==> config.mk <==
export PLATFORM = sky130hd
export DESIGN_NAME = router_term_fifo
export DESIGN_NICKNAME = d
export VERILOG_FILES = /design/src/rtl/router_pkg.sv /design/src/rtl/router_term_fifo.sv
export SDC_FILE = /design/constraint.sdc
export NUM_CORES = 1
export LEC_CHECK = 0
export CAP_MARGIN = 10
export CORE_UTILIZATION = 45
export DETAILED_ROUTE_END_ITERATION = 12
export PLACE_DENSITY_LB_ADDON = 0.1
export RECOVER_POWER = 50
export SLEW_MARGIN = 20
export SYNTH_ARGS = -nofsm -noshare
export SYNTH_HDL_FRONTEND = slang
export SYNTH_SLANG_ARGS = --single-unit
==> constraint.sdc <==
create_clock -name clk -period 12.43 [get_ports clk]
set_input_delay 3.729 -clock clk [delete_from_list [all_inputs] [get_ports clk]]
set_output_delay 3.729 -clock clk [all_outputs]
set_load 0.1 [all_outputs]
==> src/rtl/router_pkg.sv <==
// Shared router packet layout: default width, field positions,
// terminal FIFO state encodings and destination extraction helpers.
package router_pkg;

    localparam int PCK_SZ_DEF = 40;

    localparam int NXT_HI  = 39;
    localparam int NXT_LO  = 32;
    localparam int ROW_HI  = 31;
    localparam int ROW_LO  = 28;
    localparam int COL_HI  = 27;
    localparam int COL_LO  = 24;
    localparam int MODE_B  = 23;
    localparam int PAY_HI  = 22;
    localparam int PAY_LO  = 0;

    localparam logic [1:0] ST_EMPTY  = 2'd0;
    localparam logic [1:0] ST_ACTIVE = 2'd1;
    localparam logic [1:0] ST_FULL   = 2'd2;

    function automatic logic [3:0] dst_row(
        input logic [PCK_SZ_DEF-1:0] pkt
    );
        return pkt[ROW_HI:ROW_LO];
    endfunction

    function automatic logic [3:0] dst_col(
        input logic [PCK_SZ_DEF-1:0] pkt
    );
        return pkt[COL_HI:COL_LO];
    endfunction

endpackage

==> src/rtl/router_term_fifo.sv <==
// Terminal FIFO between an agent and its router port, with an
// occupancy count, sticky overflow flag and a stall watchdog.
// Ports: clk, reset (async active-low), push/din (agent side),
// data_out/pndng/popin (router side), full, count, overflow, stall.
// Optional macro ROUTER_TERM_FIFO_DST_CHECK_EN adds a destination
// range check that drops bad packets and pulses bad_dst.
module router_term_fifo
    import router_pkg::*;
#(
    parameter int PCK_SZ    = PCK_SZ_DEF,
    parameter int DEPTH     = 16,
    parameter int ROWS      = 4,
    parameter int COLUMS    = 4,
    parameter int STALL_LIM = 128
) (
    input  logic                       clk,
    input  logic                       reset,
    input  logic                       push,
    input  logic [PCK_SZ-1:0]          din,
    output logic                       full,
    output logic [PCK_SZ-1:0]          data_out,
    output logic                       pndng,
    input  logic                       popin,
    output logic [$clog2(DEPTH+1)-1:0] count,
`ifdef ROUTER_TERM_FIFO_DST_CHECK_EN
    output logic                       bad_dst,
`endif
    output logic                       overflow,
    output logic                       stall
);

    localparam int PW = $clog2(DEPTH);
    localparam int CW = $clog2(DEPTH+1);
    localparam int WW = $clog2(STALL_LIM+1);

    localparam logic [CW-1:0] CNT_FULL = CW'(DEPTH);
    localparam logic [WW-1:0] WD_LIM   = WW'(STALL_LIM);

    logic [PCK_SZ-1:0] mem_q [DEPTH];

    logic [PW-1:0] wr_ptr_q, wr_ptr_d;
    logic [PW-1:0] rd_ptr_q, rd_ptr_d;
    logic [CW-1:0] count_q,  count_d;
    logic [WW-1:0] wd_q,     wd_d;
    logic          ovf_q,    ovf_d;
    logic          stall_q,  stall_d;
    logic [1:0]    state;
    logic          dst_ok;
    logic          do_pop;
    logic          do_wr;

`ifdef ROUTER_TERM_FIFO_DST_CHECK_EN
    localparam logic [3:0] ROWS_L = 4'(ROWS);
    localparam logic [3:0] COLS_L = 4'(COLUMS);

    logic bad_q, bad_d;

    assign dst_ok = (dst_row(din) < ROWS_L) &&
                    (dst_col(din) < COLS_L);
    assign bad_d  = push && !dst_ok;
    assign bad_dst = bad_q;

    always_ff @(posedge clk or negedge reset) begin
        if (!reset) bad_q <= 1'b0;
        else        bad_q <= bad_d;
    end
`else
    assign dst_ok = 1'b1;
`endif

    always_comb begin
        state = ST_ACTIVE;
        if (count_q == '0)      state = ST_EMPTY;
        if (count_q == CNT_FULL) state = ST_FULL;
    end

    assign full  = (state == ST_FULL);
    assign pndng = (state != ST_EMPTY);

    // A pop frees the slot in the same edge, so a full FIFO can
    // still accept a write when popin is also asserted.
    assign do_pop = popin && pndng;
    assign do_wr  = push && dst_ok && (!full || do_pop);

    always_comb begin
        wr_ptr_d = wr_ptr_q;
        rd_ptr_d = rd_ptr_q;
        if (do_wr)  wr_ptr_d = wr_ptr_q + PW'(1);
        if (do_pop) rd_ptr_d = rd_ptr_q + PW'(1);
        count_d = count_q + CW'(do_wr) - CW'(do_pop);
        ovf_d   = ovf_q | (push && dst_ok && full && !popin);
    end

    always_comb begin
        wd_d = '0;
        if (pndng && !popin)
            wd_d = (wd_q == WD_LIM) ? wd_q : wd_q + WW'(1);
        stall_d = stall_q | (wd_d == WD_LIM);
    end

    always_ff @(posedge clk or negedge reset) begin
        if (!reset) begin
            wr_ptr_q <= '0;
            rd_ptr_q <= '0;
            count_q  <= '0;
            wd_q     <= '0;
            ovf_q    <= 1'b0;
            stall_q  <= 1'b0;
        end else begin
            wr_ptr_q <= wr_ptr_d;
            rd_ptr_q <= rd_ptr_d;
            count_q  <= count_d;
            wd_q     <= wd_d;
            ovf_q    <= ovf_d;
            stall_q  <= stall_d;
        end
    end

    always_ff @(posedge clk) begin
        if (do_wr) mem_q[wr_ptr_q] <= din;
    end

    // Gate the head so the uninitialised array never shows up.
    assign data_out = pndng ? mem_q[rd_ptr_q] : '0;
    assign count    = count_q;
    assign overflow = ovf_q;
    assign stall    = stall_q;

endmodule
==> impl_metrics.json <==
{
  "status": "finished with violations",
  "violations": "max-capacitance violations, max-slew violations",
  "dr_total_vias": 11620,
  "yosysSeqAreaShare_pct": 77.48,
  "worst_slew_pin_slew_ps": 1577,
  "synth.avg_cell_area_um2": 22.79,
  "cts-buffers-inserted": 71,
  "clk_pin_slew_ps": 60,
  "portBuffers": 92,
  "grt_pass1_vias": 12080,
  "fin_setup_tns_ps": 0,
  "path_max_fanout": 114,
  "critPathBufInv": 3,
  "end_kind": "primary output",
  "postCtsHoldBufs": 0,
  "rsz0062_at_grt": "no",
  "netlist_instances": 1121,
  "core_um2": 55630,
  "grt_max_degree": 115,
  "min_period_ps": 8382,
  "cts_buffer_depth": 3,
  "ios": 93,
  "crit_slowest_cell": "clkdlybuf4s50_1",
  "r2r_start": "count[3]",
  "required_ps": 8700,
  "fin_crit_sh_pct": 67.43,
  "irDropWorstVdd_uv": 211.5,
  "synth_seq_cells": 663,
  "routed_wl_um": 55020,
  "routabilityCongestion": 0.7052,
  "die_x_um": 240.3,
  "met2_usage_pct": 31.14,
  "nets": 1314,
  "ant_nets": 0,
  "fin_skew_ps": 22.14,
  "crit_cells": 6,
  "crit_end": "data_out[35]",
  "slowest_delay_ps": 1200,
  "instances_no_fill": 2061,
  "final_util_pct": 53.21,
  "use_met1_pct": 29.20,
  "fillers": 4311,
  "drtIter0Drc": 952,
  "fmax_mhz": 119.3,
  "hold_path_class": "register to register",
  "max_slew_margin_pct": -5.498,
  "hold_slack_ps": 465.5,
  "finalHoldViolCount": 0,
  "wl_per_cell_um": 26.70,
  "crit_path_start": "rd_ptr_q[0]",
  "area_growth_pct": 15.85,
  "drive_above_1_share_pct": 23.42,
  "dp.cells": 1932,
  "num_rows": 86,
  "use_met3_pct": 3.502,
  "layout_common_cells": "640 x edfxtp_1, 160 x mux4_2, 80 x mux2i_1, 74 x clkbuf_16, 49 x clkdlybuf4s50_1",
  "h-tree-depth": 3,
  "power.total_mw": 7.860,
  "final_common_cell": "edfxtp_1",
  "cp.arrival_ps": 4650,
  "die_area_um2": 57730,
  "finalSetupViolations": 0,
  "leakage_nw": 9.522,
  "start_kind": "register",
  "syn_nets": 1178,
  "post_cts_buffers": 0,
  "ys_types": 34,
  "cap_viol_max_count": 2,
  "grt_usage_pct": 19.90,
  "synth_area_um2": 25550,
  "start_util_pct": 45.92,
  "r2r_cells": 7,
  "antenna_found_initial": 4,
  "top_usage_layer": "met2",
  "final_max_slew_viol_count": 38,
  "cts-root-buf": "clkbuf_16",
  "crit_chain": "buf_12 > buf_4 > mux4_2 > mux2i_1 > o22ai_1 > clkdlybuf4s50_1",
  "drc": 0,
  "dpl.hpwl_um": 27090,
  "rr_endpoint": "mem_q[6][22]",
  "cts_tree": "done",
  "clk_latency_ps": 600,
  "power_density_nw_per_um2": 265.5,
  "dr.pass1.iters": 7,
  "cts_resized": 0,
  "ys_warn_count": 0,
  "crit_type": "register to primary output",
  "cts_sinks": 663,
  "r2r_slack_ps": 8620,
  "via_per_inst": 5.636,
  "crit_family": "buffers and inverters",
  "grt_pass1_wl_um": 81390,
  "gr-total-overflow": 0,
  "die-height_um": 240.3
}
[power breakdown]
group / internal [mW] / switching, mW
Combinational: 1.00 / 2.00
Clock: 1.15 / 0.839
Sequential: 2.70 / 0.170
[synth_stat cells]
cell type	instances	area, um2
nor2_1	23	86.33
buf_2	23	115.1
mux2_2	1	11.26
nor4b_4	1	23.77
o22ai_1	40	250.2
a21oi_1	5	25.02
nand2b_1	3	18.77
nor3_1	6	30.03
dfrtp_1	23	575.6
and3_1	2	12.51
xor2_1	6	52.55
mux2i_1	80	800.8
fa_1	1	20.02
or2_2	2	12.51
edfxtp_1	640	19220
buf_1	11	41.29
a21o_1	1	7.510
inv_1	10	37.54
ha_1	12	150.1
o221ai_1	1	8.760
nor4bb_1	1	10.01
o21ai_0	4	20.02
o21a_1	1	7.510
or3_1	3	18.77
clkbuf_1	13	48.80
a31o_2	1	8.760
o221a_2	1	11.26
nand4_1	2	12.51
nand2_1	15	56.30
xnor2_1	11	96.34
buf_6	10	112.6
nand3_1	7	35.03
nand4b_1	1	8.760
mux4_2	160	3603
[metal layers]
layer | vias up | part of all wire [%]
li1 | 5010 | -
met1 | 6270 | 46
met2 | 256 | 48
met3 | 75 | 4.2
met4 | 4 | 1.7
met5 | - | 0.044
[cells by family after synthesis]
logic type	count (synthesis)	share of synthesized area, %
simple gates	66	1.273
flops	663	77.48
mux	241	17.28
buf+inv	67	1.391
xor+xnor	17	0.5828
compound gates	54	1.327
fa+ha+maj	13	0.6660
[sequential cells by signal (all words and copies together), names as in the netlist]
register  count
count         5
mem_q       640
overflow      1
rd_ptr_q      4
stall         1
wd_q          8
wr_ptr_q      4
[per-stage QoR]
| stage | setup WS, ps | area [um2] |
|---|---|---|
| 2_1_floorplan | 4621 | 25550 |
| 3_3_place_gp | 4448 | 27430 |
| 3_5_place_dp | 4443 | 27430 |
| 4_1_cts | 3789 | 29600 |
| 5_1_grt | 3612 | 29590 |
| 6_report | 4048 | 29600 |
[area by class of cell]
class,instances,area [um2],area share [%]
antenna,2,5.005,0.01691
clock buffer,91,1916,6.472
clock inverter,36,255.2,0.8624
inverter,10,37.54,0.1268
multi-input combinational,391,5504,18.60
sequential,663,19810,66.91
tap,748,935.9,3.162
timing repair buffer,120,1140,3.851
[worst min path at each step]
stage / to / depth (start not counted) / slack [ps] / from
after floorplan: rd_ptr_q[2] / 1 / 480 / rd_ptr_q[2]
after global placement: overflow / 1 / 450 / overflow
after detailed placement: overflow / 1 / 450 / overflow
after CTS: overflow / 1 / 470 / overflow
after global routing: overflow / 1 / 490 / overflow
final: overflow / 1 / 470 / overflow
[worst reg2reg max path: stages, from the launching register on]
cell	delay [ps]
dfrtp_1	390
inv_1	80
ha_1	200
nand3_1	120
o21a_1	410
nand2_1	300
nor2_1	1240
buf_4	680
(Power assumes the default switching activity.)
